$ cat config.mk
export PLATFORM = sky130hd
export DESIGN_NAME = shift_seq_ctrl
export DESIGN_NICKNAME = d
export VERILOG_FILES = /design/src/rtl/shift_ctrl_pkg.sv /design/src/rtl/shift_seq_ctrl_rr_arb2.sv /design/src/rtl/shift_seq_ctrl.sv
export SDC_FILE = /design/constraint.sdc
export NUM_CORES = 1
export LEC_CHECK = 0
export BUFFER_PORTS_ARGS = -buffer_cell sky130_fd_sc_hd__buf_2
export CAP_MARGIN = 20
export CORE_MARGIN = 2
export CORE_UTILIZATION = 43
export CTS_CLUSTER_DIAMETER = 50
export DETAILED_ROUTE_END_ITERATION = 16
export HOLD_SLACK_MARGIN = 0.12
export PLACE_DENSITY = 0.83
export SLEW_MARGIN = 20
export SYNTH_ARGS = -nofsm -noshare
export SYNTH_HDL_FRONTEND = slang
export SYNTH_SLANG_ARGS = --single-unit
$ cat constraint.sdc
create_clock -name clk -period 1.4 [get_ports clk]
set_clock_uncertainty 0.15 [all_clocks]
set_input_delay 0.07 -clock clk [delete_from_list [all_inputs] [get_ports clk]]
set_output_delay 0.07 -clock clk [all_outputs]
set_load 0.1 [all_outputs]
$ cat src/rtl/shift_ctrl_pkg.sv
// shift_ctrl_pkg: shared FSM state type and default frame width for the serializer
package shift_ctrl_pkg;

    typedef enum logic {
        IDLE  = 1'b0,
        SHIFT = 1'b1
    } state_e;

    localparam int DEFAULT_WIDTH = 8;

endpackage

$ cat src/rtl/shift_seq_ctrl_rr_arb2.sv
// rr_arb2: two-way round-robin arbiter; on a tie the requester not granted last wins
module rr_arb2 (
    input  logic [1:0] req_i,
    input  logic       last_grant_i,
    output logic       valid_o,
    output logic       winner_o
);

    assign valid_o  = |req_i;
    assign winner_o = (req_i == 2'b11) ? ~last_grant_i : req_i[1];

endmodule

$ cat src/rtl/shift_seq_ctrl.sv
// shift_seq_ctrl: arbitrates two parallel requesters and serializes the winner's word MSB first
module shift_seq_ctrl
    import shift_ctrl_pkg::*;
#(
    parameter int WIDTH = DEFAULT_WIDTH
) (
    input  logic             clk,
    input  logic             reset,
    input  logic [1:0]       req,
    input  logic [WIDTH-1:0] data0,
    input  logic [WIDTH-1:0] data1,
    output logic [1:0]       ack,
    output logic             so,
    output logic             so_valid,
    output logic             grant_id,
    output logic             busy
);

    localparam int CW = $clog2(WIDTH);
    localparam logic [CW-1:0] LAST_BIT = CW'(WIDTH - 1);

    state_e           state_q, state_d;
    logic [WIDTH-1:0] shreg_q, shreg_d;
    logic [CW-1:0]    cnt_q, cnt_d;
    logic [1:0]       ack_q, ack_d;
    logic             grant_q, grant_d;
    logic             last_q, last_d;
    logic             arb_valid, arb_win;

    rr_arb2 u_arb (
        .req_i        (req),
        .last_grant_i (last_q),
        .valid_o      (arb_valid),
        .winner_o     (arb_win)
    );

    // capture on an idle request, then shift one bit per cycle until the last bit
    always_comb begin
        state_d = state_q;
        shreg_d = shreg_q;
        cnt_d   = cnt_q;
        ack_d   = 2'b00;
        grant_d = grant_q;
        last_d  = last_q;
        if (state_q == IDLE) begin
            if (arb_valid) begin
                state_d = SHIFT;
                shreg_d = arb_win ? data1 : data0;
                cnt_d   = '0;
                ack_d   = arb_win ? 2'b10 : 2'b01;
                grant_d = arb_win;
                last_d  = arb_win;
            end
        end else begin
            shreg_d = {shreg_q[WIDTH-2:0], 1'b0};
            cnt_d   = cnt_q + 1'b1;
            if (cnt_q == LAST_BIT) begin
                state_d = IDLE;
                cnt_d   = '0;
            end
        end
    end

    // state registers; pointer resets to 1 so requester 0 wins the first tie
    always_ff @(posedge clk or negedge reset) begin
        if (!reset) begin
            state_q <= IDLE;
            shreg_q <= '0;
            cnt_q   <= '0;
            ack_q   <= 2'b00;
            grant_q <= 1'b0;
            last_q  <= 1'b1;
        end else begin
            state_q <= state_d;
            shreg_q <= shreg_d;
            cnt_q   <= cnt_d;
            ack_q   <= ack_d;
            grant_q <= grant_d;
            last_q  <= last_d;
        end
    end

    assign ack      = ack_q;
    assign so_valid = (state_q == SHIFT);
    assign so       = so_valid & shreg_q[WIDTH-1];
    assign grant_id = grant_q;
    assign busy     = (state_q != IDLE);

endmodule

==> impl_metrics.prom, run 1 <==
# TYPE chip_impl_metric gauge
chip_impl_metric{name="ys_types",unit=""} 23
chip_impl_info{name="outcome",value="finished with violations"} 1
chip_impl_metric{name="clock_insertion_delay_worst_skew",unit="ns"} 0.29
chip_impl_metric{name="gp_congestion",unit=""} 0.835
chip_impl_metric{name="crit_fanout",unit=""} 5
chip_impl_metric{name="floorplan.initialDensity",unit=""} 0.462
chip_impl_metric{name="gr-usage-all-layers",unit=""} 0.256
chip_impl_metric{name="total_leakage_power",unit="uW"} 0.000644
chip_impl_metric{name="number_of_nets_in_the_synthesized_netlist",unit=""} 110
chip_impl_info{name="crit_path_end_kind",value="flip-flop"} 1
chip_impl_info{name="cts_tree",value="yes"} 1
chip_impl_metric{name="postRouteAntennaNets",unit=""} 0
chip_impl_metric{name="average_vias_per_placed_instance",unit=""} 5.30
chip_impl_metric{name="synthToLayoutAreaGrowth",unit="%"} 71.0
chip_impl_info{name="timing.hold.worst.start",value="req[0]"} 1
chip_impl_metric{name="global_route_met2_usage",unit=""} 0.405
chip_impl_metric{name="via_count_of_the_first_global_routing_pass",unit=""} 842
chip_impl_metric{name="tightest_slew",unit="ns"} 0.488
chip_impl_info{name="timing.setup.critical_path_class",value="flip-flop to flip-flop"} 1
chip_impl_info{name="hold_class",value="input port to flip-flop"} 1
chip_impl_metric{name="io_pins",unit=""} 26
chip_impl_metric{name="drv.max_cap_violation_count",unit=""} 0
chip_impl_metric{name="drt-pass1-iter-count",unit=""} 5
chip_impl_metric{name="drt-initial-drc-count",unit=""} 50
chip_impl_info{name="rsz_0062_raised_after_global_routing",value="yes"} 1
chip_impl_metric{name="antenna_found_initial",unit=""} 0
chip_impl_metric{name="floorplan.rows",unit=""} 15
chip_impl_metric{name="final-setup-viol-count",unit=""} 7
chip_impl_metric{name="clockBufferDepth",unit=""} 2
chip_impl_metric{name="grt_overflow_total",unit=""} 0
chip_impl_info{name="grt_peak_use_layer",value="met2"} 1
chip_impl_info{name="rr_endpoint",value="shreg_q[1]$_DFFE_PN0P_"} 1
chip_impl_metric{name="worstRegToRegCells",unit=""} 3
chip_impl_metric{name="peakVddDrop",unit="mV"} 1.56
chip_impl_metric{name="synth-seq-area-share",unit=""} 0.498
chip_impl_metric{name="crit_arrival",unit="ns"} 1.58
chip_impl_info{name="crit_start",value="busy$_DFF_PN0_"} 1
chip_impl_metric{name="routed-via-count",unit=""} 901
chip_impl_metric{name="clkSlewWorstSetupHoldPaths",unit="ns"} 0.10
chip_impl_metric{name="grt_first_pass_wirelength",unit="mm"} 3.84
chip_impl_metric{name="worst_ep_required_time",unit="ns"} 1.42
chip_impl_metric{name="layout.nets",unit=""} 168
chip_impl_metric{name="hold-path-cell-count",unit=""} 4
chip_impl_metric{name="use_met3",unit=""} 0.0500
chip_impl_metric{name="numCtsBuffers",unit=""} 3
chip_impl_metric{name="r2r_setup_slack",unit="ns"} -0.16
chip_impl_metric{name="yosys_warnings",unit=""} 0
chip_impl_metric{name="power.density_cell_area",unit="mW/mm2"} 2000
chip_impl_metric{name="detail_route.wirelength",unit="mm"} 2.58
chip_impl_info{name="clock-root-buffer",value="sky130_fd_sc_hd__clkbuf_4"} 1
chip_impl_metric{name="die_y",unit="um"} 47.3
chip_impl_metric{name="placeableCoreArea",unit="mm2"} 0.00175
chip_impl_metric{name="min_period",unit="ns"} 1.56
chip_impl_info{name="netlist_top_cells_area",value="sky130_fd_sc_hd__dfrtp_1 47%, sky130_fd_sc_hd__nand2_1 9.8%, sky130_fd_sc_hd__a31oi_1 6.2%"} 1
chip_impl_metric{name="die_w",unit="um"} 47.3
chip_impl_metric{name="synth_seq_cells",unit=""} 16
chip_impl_info{name="violations",value="setup timing"} 1
chip_impl_info{name="crit_path_start_kind",value="flip-flop"} 1
chip_impl_metric{name="fmax",unit="MHz"} 642
chip_impl_metric{name="hold_slack",unit="ns"} 0.134
chip_impl_metric{name="synthDominantCellAreaShare",unit=""} 0.466
chip_impl_metric{name="syn_avg_cell_area",unit="um2"} 9.16
chip_impl_metric{name="period_share",unit=""} 1.11
chip_impl_metric{name="post_route_cells_drive_above_1_share",unit=""} 0.345
chip_impl_metric{name="numClockSinks",unit=""} 16
chip_impl_metric{name="floorplan.die_area",unit="mm2"} 0.00224
chip_impl_metric{name="met1_usage",unit=""} 0.328
chip_impl_metric{name="fillers",unit=""} 97
chip_impl_metric{name="synthesis.instances",unit=""} 88
chip_impl_metric{name="final_max_slew_viol_count",unit=""} 0
chip_impl_metric{name="setup-tns-final",unit="ns"} -0.635
chip_impl_metric{name="buffer_ports.inserted",unit=""} 25
chip_impl_info{name="worst_hold_path.endpoint",value="shreg_q[5]$_DFFE_PN0P_"} 1
chip_impl_info{name="r2r-start",value="busy$_DFF_PN0_"} 1
chip_impl_metric{name="hpwlAfterDp",unit="mm"} 1.24
chip_impl_metric{name="grt_start_max_net_pins",unit=""} 17
chip_impl_metric{name="cts.htree.levels",unit=""} 1
chip_impl_metric{name="remaining_drc_errors",unit=""} 0
chip_impl_metric{name="slew_headroom",unit=""} 0.677
chip_impl_metric{name="postLayoutSetupSlackWorst",unit="ns"} -0.157
chip_impl_info{name="yosysTopAreaCell",value="sky130_fd_sc_hd__dfrtp_1"} 1
chip_impl_metric{name="netlist_area",unit="um2"} 806
chip_impl_metric{name="final_hold_viol_count",unit=""} 0
chip_impl_metric{name="antenna_cells",unit=""} 0
chip_impl_metric{name="wl_per_cell",unit="um"} 15.2
chip_impl_metric{name="pre_cts_slack",unit="ns"} -0.0261
-- worst max-delay path by stage --
stage / depth (start not counted) / end
final: 3 / shreg_q[1]$_DFFE_PN0P_
after global placement: 3 / shreg_q[1]$_DFFE_PN0P_
after CTS: 3 / so
after global routing: 3 / shreg_q[1]$_DFFE_PN0P_
after floorplan: 4 / shreg_q[1]$_DFFE_PN0P_
after detailed placement: 3 / shreg_q[1]$_DFFE_PN0P_
-- worst max-delay path: stages, from the launching register on --
cell	delay [ns]
sky130_fd_sc_hd__dfrtp_4	0.53
sky130_fd_sc_hd__or4_1	0.55
sky130_fd_sc_hd__o21ai_1	0.14
sky130_fd_sc_hd__a31oi_1	0.08
-- final cells by class --
class,instances,area [um2],area share
Sequential cell,16,405,0.294
Multi-Input combinational cell,65,384,0.279
Clock buffer,4,36.3,0.0263
Inverter,1,7.51,0.00545
Tap cell,25,31.3,0.0227
Timing Repair Buffer,59,513,0.372
-- cell usage in the layout, fill, tap and decap left out --
cell type / Yosys / routed
sky130_fd_sc_hd__clkbuf_4: 0 / 3
sky130_fd_sc_hd__or2_2: 1 / 1
sky130_fd_sc_hd__o21ai_1: 1 / 5
sky130_fd_sc_hd__a21oi_1: 3 / 3
sky130_fd_sc_hd__buf_2: 2 / 22
sky130_fd_sc_hd__a211oi_1: 1 / 1
sky130_fd_sc_hd__nor2_4: 0 / 2
sky130_fd_sc_hd__dfrtp_1: 15 / 14
sky130_fd_sc_hd__dfstp_2: 1 / 1
sky130_fd_sc_hd__and2_4: 0 / 1
sky130_fd_sc_hd__buf_12: 0 / 4
sky130_fd_sc_hd__buf_4: 2 / 7
sky130_fd_sc_hd__o2bb2ai_1: 1 / 1
sky130_fd_sc_hd__o21ai_0: 10 / 6
sky130_fd_sc_hd__a31oi_1: 8 / 8
sky130_fd_sc_hd__a21bo_4: 0 / 1
sky130_fd_sc_hd__nor2_2: 1 / 1
sky130_fd_sc_hd__buf_8: 0 / 1
sky130_fd_sc_hd__nor2_1: 6 / 4
sky130_fd_sc_hd__clkbuf_8: 0 / 1
sky130_fd_sc_hd__dlygate4sd3_1: 0 / 22
sky130_fd_sc_hd__a21boi_4: 1 / 1
sky130_fd_sc_hd__dfrtp_4: 0 / 1
sky130_fd_sc_hd__dlymetal6s4s_1: 0 / 1
sky130_fd_sc_hd__clkinvlp_4: 0 / 1
sky130_fd_sc_hd__buf_6: 1 / 2
sky130_fd_sc_hd__ha_1: 2 / 2
sky130_fd_sc_hd__nor3_1: 1 / 1
sky130_fd_sc_hd__or4_1: 6 / 6
sky130_fd_sc_hd__nand2_1: 21 / 21
-- sequential cells by signal, indices dropped and copies added, names as in the netlist --
| signal | count |
|---|---|
| shreg_q | 8 |
| grant_id | 1 |
| last_q | 1 |
| ack | 2 |
| busy | 1 |
| cnt_q | 3 |
-- where the power goes --
group / internal, uW / switching, uW / total (uW)
logic: 664 / 971 / 1640
clock network: 159 / 156 / 315
registers: 674 / 138 / 812
total: 1500 / 1270 / 2760
-- synth_stat cells --
cell type and instances:
sky130_fd_sc_hd__nor2_2 1, sky130_fd_sc_hd__nand2_1 21, sky130_fd_sc_hd__nor2_1 6, sky130_fd_sc_hd__o2bb2ai_1 1
sky130_fd_sc_hd__buf_2 2, sky130_fd_sc_hd__and2_1 1, sky130_fd_sc_hd__buf_4 2, sky130_fd_sc_hd__o21ai_1 1
sky130_fd_sc_hd__nor3_1 1, sky130_fd_sc_hd__or4_1 6, sky130_fd_sc_hd__buf_6 1, sky130_fd_sc_hd__dfstp_2 1
sky130_fd_sc_hd__o21ai_0 10, sky130_fd_sc_hd__a21bo_2 1, sky130_fd_sc_hd__dfrtp_1 15, sky130_fd_sc_hd__a21oi_1 3
sky130_fd_sc_hd__ha_1 2, sky130_fd_sc_hd__a31oi_1 8, sky130_fd_sc_hd__inv_1 1, sky130_fd_sc_hd__clkbuf_1 1
sky130_fd_sc_hd__a21boi_4 1, sky130_fd_sc_hd__or2_2 1, sky130_fd_sc_hd__a211oi_1 1
-- repair_timing --
action,CTS,global route
hold buffers,23,0
hold endpoints to repair,28,0
resized for setup,7,7
endpoints found under the setup margin,10,14
buffers inserted,3,6
pin swaps,1,0
cloned,0,0
-- metrics by stage --
stage / area [um2] / total power (uW) / cells / util
after floorplan: 815 / 1740 / 88 / -
after global placement: 991 / 2060 / 134 / 0.568
after detailed placement: 991 / 2100 / 134 / 0.568
after CTS: 1300 / 2560 / 164 / 0.746
after global routing: 1380 / 2930 / 170 / 0.789
final: 1380 / 2760 / 170 / 0.789
-- metal layers --
| layer | vias up | routed length, um |
|---|---|---|
| li1 | 425 | - |
| met1 | 415 | 1060 |
| met2 | 52 | 1280 |
| met3 | 9 | 167 |
| met4 | 0 | 72 |
| met5 | - | 0 |
-- cell families after synthesis --
| logic type | count (synthesis) | share of synthesized area |
|---|---|---|
| and+or+nand+nor | 37 | 0.211 |
| adders and majority gates | 2 | 0.0311 |
| buffers and inverters | 7 | 0.0543 |
| AOI/OAI and AO/OA | 26 | 0.205 |
| DFF | 16 | 0.498 |
(Power assumes the default switching activity.)
==> run 2, diff against run 1 <==
--- a/config.mk
+++ b/config.mk
@@ -10,9 +10,10 @@
 export CORE_MARGIN = 2
 export CORE_UTILIZATION = 43
 export CTS_CLUSTER_DIAMETER = 50
+export CTS_CLUSTER_SIZE = 40
 export DETAILED_ROUTE_END_ITERATION = 16
 export HOLD_SLACK_MARGIN = 0.12
-export PLACE_DENSITY = 0.83
+export PLACE_DENSITY = 0.8
 export SLEW_MARGIN = 20
 export SYNTH_ARGS = -nofsm -noshare
 export SYNTH_HDL_FRONTEND = slang
==> impl_metrics.prom, run 2 (synthesized netlist as in run 1, its figures left out) <==
# TYPE chip_impl_metric gauge
chip_impl_info{name="outcome",value="finished with violations"} 1
chip_impl_info{name="violations",value="setup timing"} 1
chip_impl_metric{name="crit_arrival",unit="ns"} 1.54
chip_impl_metric{name="tightest_slew",unit="ns"} 0.491
chip_impl_metric{name="antenna_found_initial",unit=""} 0
chip_impl_metric{name="routed-via-count",unit=""} 862
chip_impl_metric{name="period_share",unit=""} 1.10
chip_impl_metric{name="postLayoutSetupSlackWorst",unit="ns"} -0.135
chip_impl_info{name="rr_endpoint",value="shreg_q[6]$_DFFE_PN0P_"} 1
chip_impl_metric{name="remaining_drc_errors",unit=""} 0
chip_impl_metric{name="min_period",unit="ns"} 1.54
chip_impl_metric{name="critPathMaxStageDelay",unit="ns"} 0.52
chip_impl_metric{name="final_max_slew_viol_count",unit=""} 0
chip_impl_info{name="timing.setup.critical_path_class",value="flip-flop to flip-flop"} 1
chip_impl_metric{name="floorplan.rows",unit=""} 15
chip_impl_info{name="crit_path_end_kind",value="flip-flop"} 1
chip_impl_info{name="critical_path.slowest_cell",value="sky130_fd_sc_hd__dfrtp_4"} 1
chip_impl_metric{name="final-setup-viol-count",unit=""} 7
chip_impl_info{name="r2r-start",value="busy$_DFF_PN0_"} 1
chip_impl_metric{name="total_leakage_power",unit="uW"} 0.000605
chip_impl_metric{name="hpwlAfterDp",unit="mm"} 1.22
chip_impl_metric{name="worst_ep_required_time",unit="ns"} 1.41
chip_impl_info{name="crit_chain",value="buf_6, or4_1, o21ai_1, a31oi_1"} 1
chip_impl_metric{name="met2_length",unit="mm"} 1.12
chip_impl_metric{name="average_vias_per_placed_instance",unit=""} 5.22
chip_impl_metric{name="detail_route.wirelength",unit="mm"} 2.31
chip_impl_metric{name="worstRegToRegCells",unit=""} 4
chip_impl_info{name="top_signal_layer_used",value="met4"} 1
chip_impl_metric{name="pre_cts_slack",unit="ns"} -0.0238
chip_impl_metric{name="hold-path-cell-count",unit=""} 4
chip_impl_metric{name="power.density_cell_area",unit="mW/mm2"} 2000
chip_impl_metric{name="layout.nets",unit=""} 163
chip_impl_metric{name="floorplan.initialDensity",unit=""} 0.462
chip_impl_metric{name="buffer_ports.inserted",unit=""} 25
chip_impl_metric{name="final_hold_viol_count",unit=""} 0
chip_impl_info{name="crit_path_start_kind",value="flip-flop"} 1
chip_impl_metric{name="grt_start_max_net_pins",unit=""} 17
chip_impl_metric{name="drv.max_cap_violation_count",unit=""} 0
chip_impl_info{name="mostFrequentLayoutCells",value="22 x sky130_fd_sc_hd__buf_2, 21 x sky130_fd_sc_hd__nand2_1, 21 x sky130_fd_sc_hd__dlygate4sd3_1"} 1
chip_impl_metric{name="via_count_of_the_first_global_routing_pass",unit=""} 773
chip_impl_metric{name="numCtsBuffers",unit=""} 3
chip_impl_metric{name="antenna_cells",unit=""} 0
chip_impl_metric{name="place_inst",unit=""} 134
chip_impl_metric{name="fillers",unit=""} 124
chip_impl_metric{name="post_route_cells_drive_above_1_share",unit=""} 0.321
chip_impl_info{name="worst_hold_path.endpoint",value="cnt_q[1]$_DFFE_PN0P_"} 1
chip_impl_metric{name="slew_headroom",unit=""} 0.675
chip_impl_info{name="cts_tree",value="yes"} 1
chip_impl_info{name="layout_commonest_cell",value="sky130_fd_sc_hd__buf_2"} 1
chip_impl_metric{name="gp_congestion",unit=""} 0.778
chip_impl_metric{name="postRouteAntennaNets",unit=""} 0
chip_impl_metric{name="synthToLayoutAreaGrowth",unit="%"} 63.4
chip_impl_metric{name="clock_insertion_delay_worst_skew",unit="ns"} 0.28
chip_impl_info{name="clock-root-buffer",value="sky130_fd_sc_hd__clkbuf_4"} 1
chip_impl_metric{name="drt-initial-drc-count",unit=""} 19
chip_impl_metric{name="io_pins",unit=""} 26
chip_impl_metric{name="placeableCoreArea",unit="mm2"} 0.00175
chip_impl_metric{name="met3WireLength",unit="um"} 161
chip_impl_metric{name="wl_per_cell",unit="um"} 14.0
chip_impl_info{name="rsz_0062_raised_after_global_routing",value="yes"} 1
chip_impl_metric{name="wirelength_met1",unit="um"} 931
chip_impl_metric{name="grt_first_pass_wirelength",unit="mm"} 3.49
chip_impl_metric{name="crit_fanout",unit=""} 6
chip_impl_info{name="hold_class",value="input port to flip-flop"} 1
chip_impl_info{name="timing.hold.worst.start",value="req[1]"} 1
chip_impl_metric{name="gr-usage-all-layers",unit=""} 0.229
chip_impl_metric{name="largest_register_ffs",unit=""} 8
chip_impl_metric{name="peakVddDrop",unit="mV"} 1.40
chip_impl_metric{name="floorplan.die_area",unit="mm2"} 0.00224
chip_impl_metric{name="clockBufferDepth",unit=""} 2
chip_impl_metric{name="cts.htree.levels",unit=""} 1
chip_impl_metric{name="grt_overflow_total",unit=""} 0
chip_impl_info{name="top_register",value="shreg_q"} 1
chip_impl_metric{name="die_w",unit="um"} 47.3
chip_impl_metric{name="numClockSinks",unit=""} 16
chip_impl_metric{name="die_y",unit="um"} 47.3
chip_impl_metric{name="r2r_setup_slack",unit="ns"} -0.14
chip_impl_metric{name="clkSlewWorstSetupHoldPaths",unit="ns"} 0.09
chip_impl_metric{name="drt-pass1-iter-count",unit=""} 4
chip_impl_metric{name="final-instance-count-excl-fill",unit=""} 165
chip_impl_metric{name="fmax",unit="MHz"} 651
[run 2: timing repair]
item / CTS / global route
hold buffers: 21 / 0
hold endpoints to repair: 25 / 0
pin swaps: 1 / 0
gates resized for setup: 8 / 5
setup endpoints to repair: 3 / 13
setup buffers: 6 / 0
[run 2: power breakdown]
part	switching [uW]	total, uW	internal [uW]	leakage, uW
logic	949	1570	623	0.000392
clock network	139	249	110	0.0000150
registers	138	812	674	0.000198
total	1230	2630	1410	0.000605
[run 2: worst max-delay path: cells and delay by family, from the launching register on]
family | cells | cell delay (ns)
buf+inv | 1 | 0.15
simple gates | 1 | 0.43
flops | 1 | 0.52
compound gates | 2 | 0.17
[run 2: per-stage QoR]
stage                     hold slack [ns]  total power, uW  setup TNS (ns)   util  cell area [um2]
after global placement             -0.156             2060         -0.0131  0.568              991
after global routing                0.163             2800          -0.767  0.754             1320
final                               0.130             2630          -0.520  0.754             1320
after CTS                           0.122             2560          -0.307  0.743             1300
after detailed placement           -0.150             2100         -0.0238  0.568              991
after floorplan                    -0.376             1740          -0.985      -              815
[run 2: final cells by class]
cell class,count,area [um2],share of cell area
clock buffers,4,26.3,0.0200
inverters,1,7.51,0.00570
multi-input cells,65,382,0.290
flip-flops and latches,16,405,0.308
well taps,25,31.3,0.0238
repair buffers,54,464,0.353
[run 2: worst max path at each step]
stage                        start                endpoint  slack, ns  cells past startpoint
finish              busy$_DFF_PN0_  shreg_q[6]$_DFFE_PN0P_      -0.14                      4
global route        busy$_DFF_PN0_  shreg_q[6]$_DFFE_PN0P_      -0.21                      4
CTS                 busy$_DFF_PN0_  shreg_q[4]$_DFFE_PN0P_      -0.06                      4
detailed placement  busy$_DFF_PN0_  shreg_q[1]$_DFFE_PN0P_      -0.02                      3
global placement    busy$_DFF_PN0_  shreg_q[1]$_DFFE_PN0P_      -0.01                      3
floorplan           busy$_DFF_PN0_  shreg_q[1]$_DFFE_PN0P_      -0.29                      4
[run 2: routing by layer]
layer  up-vias  global-route usage
li1        418                   -
met1       386               0.290
met2        47               0.354
met3        11              0.0423
met4         0               0.150
met5         -                   0
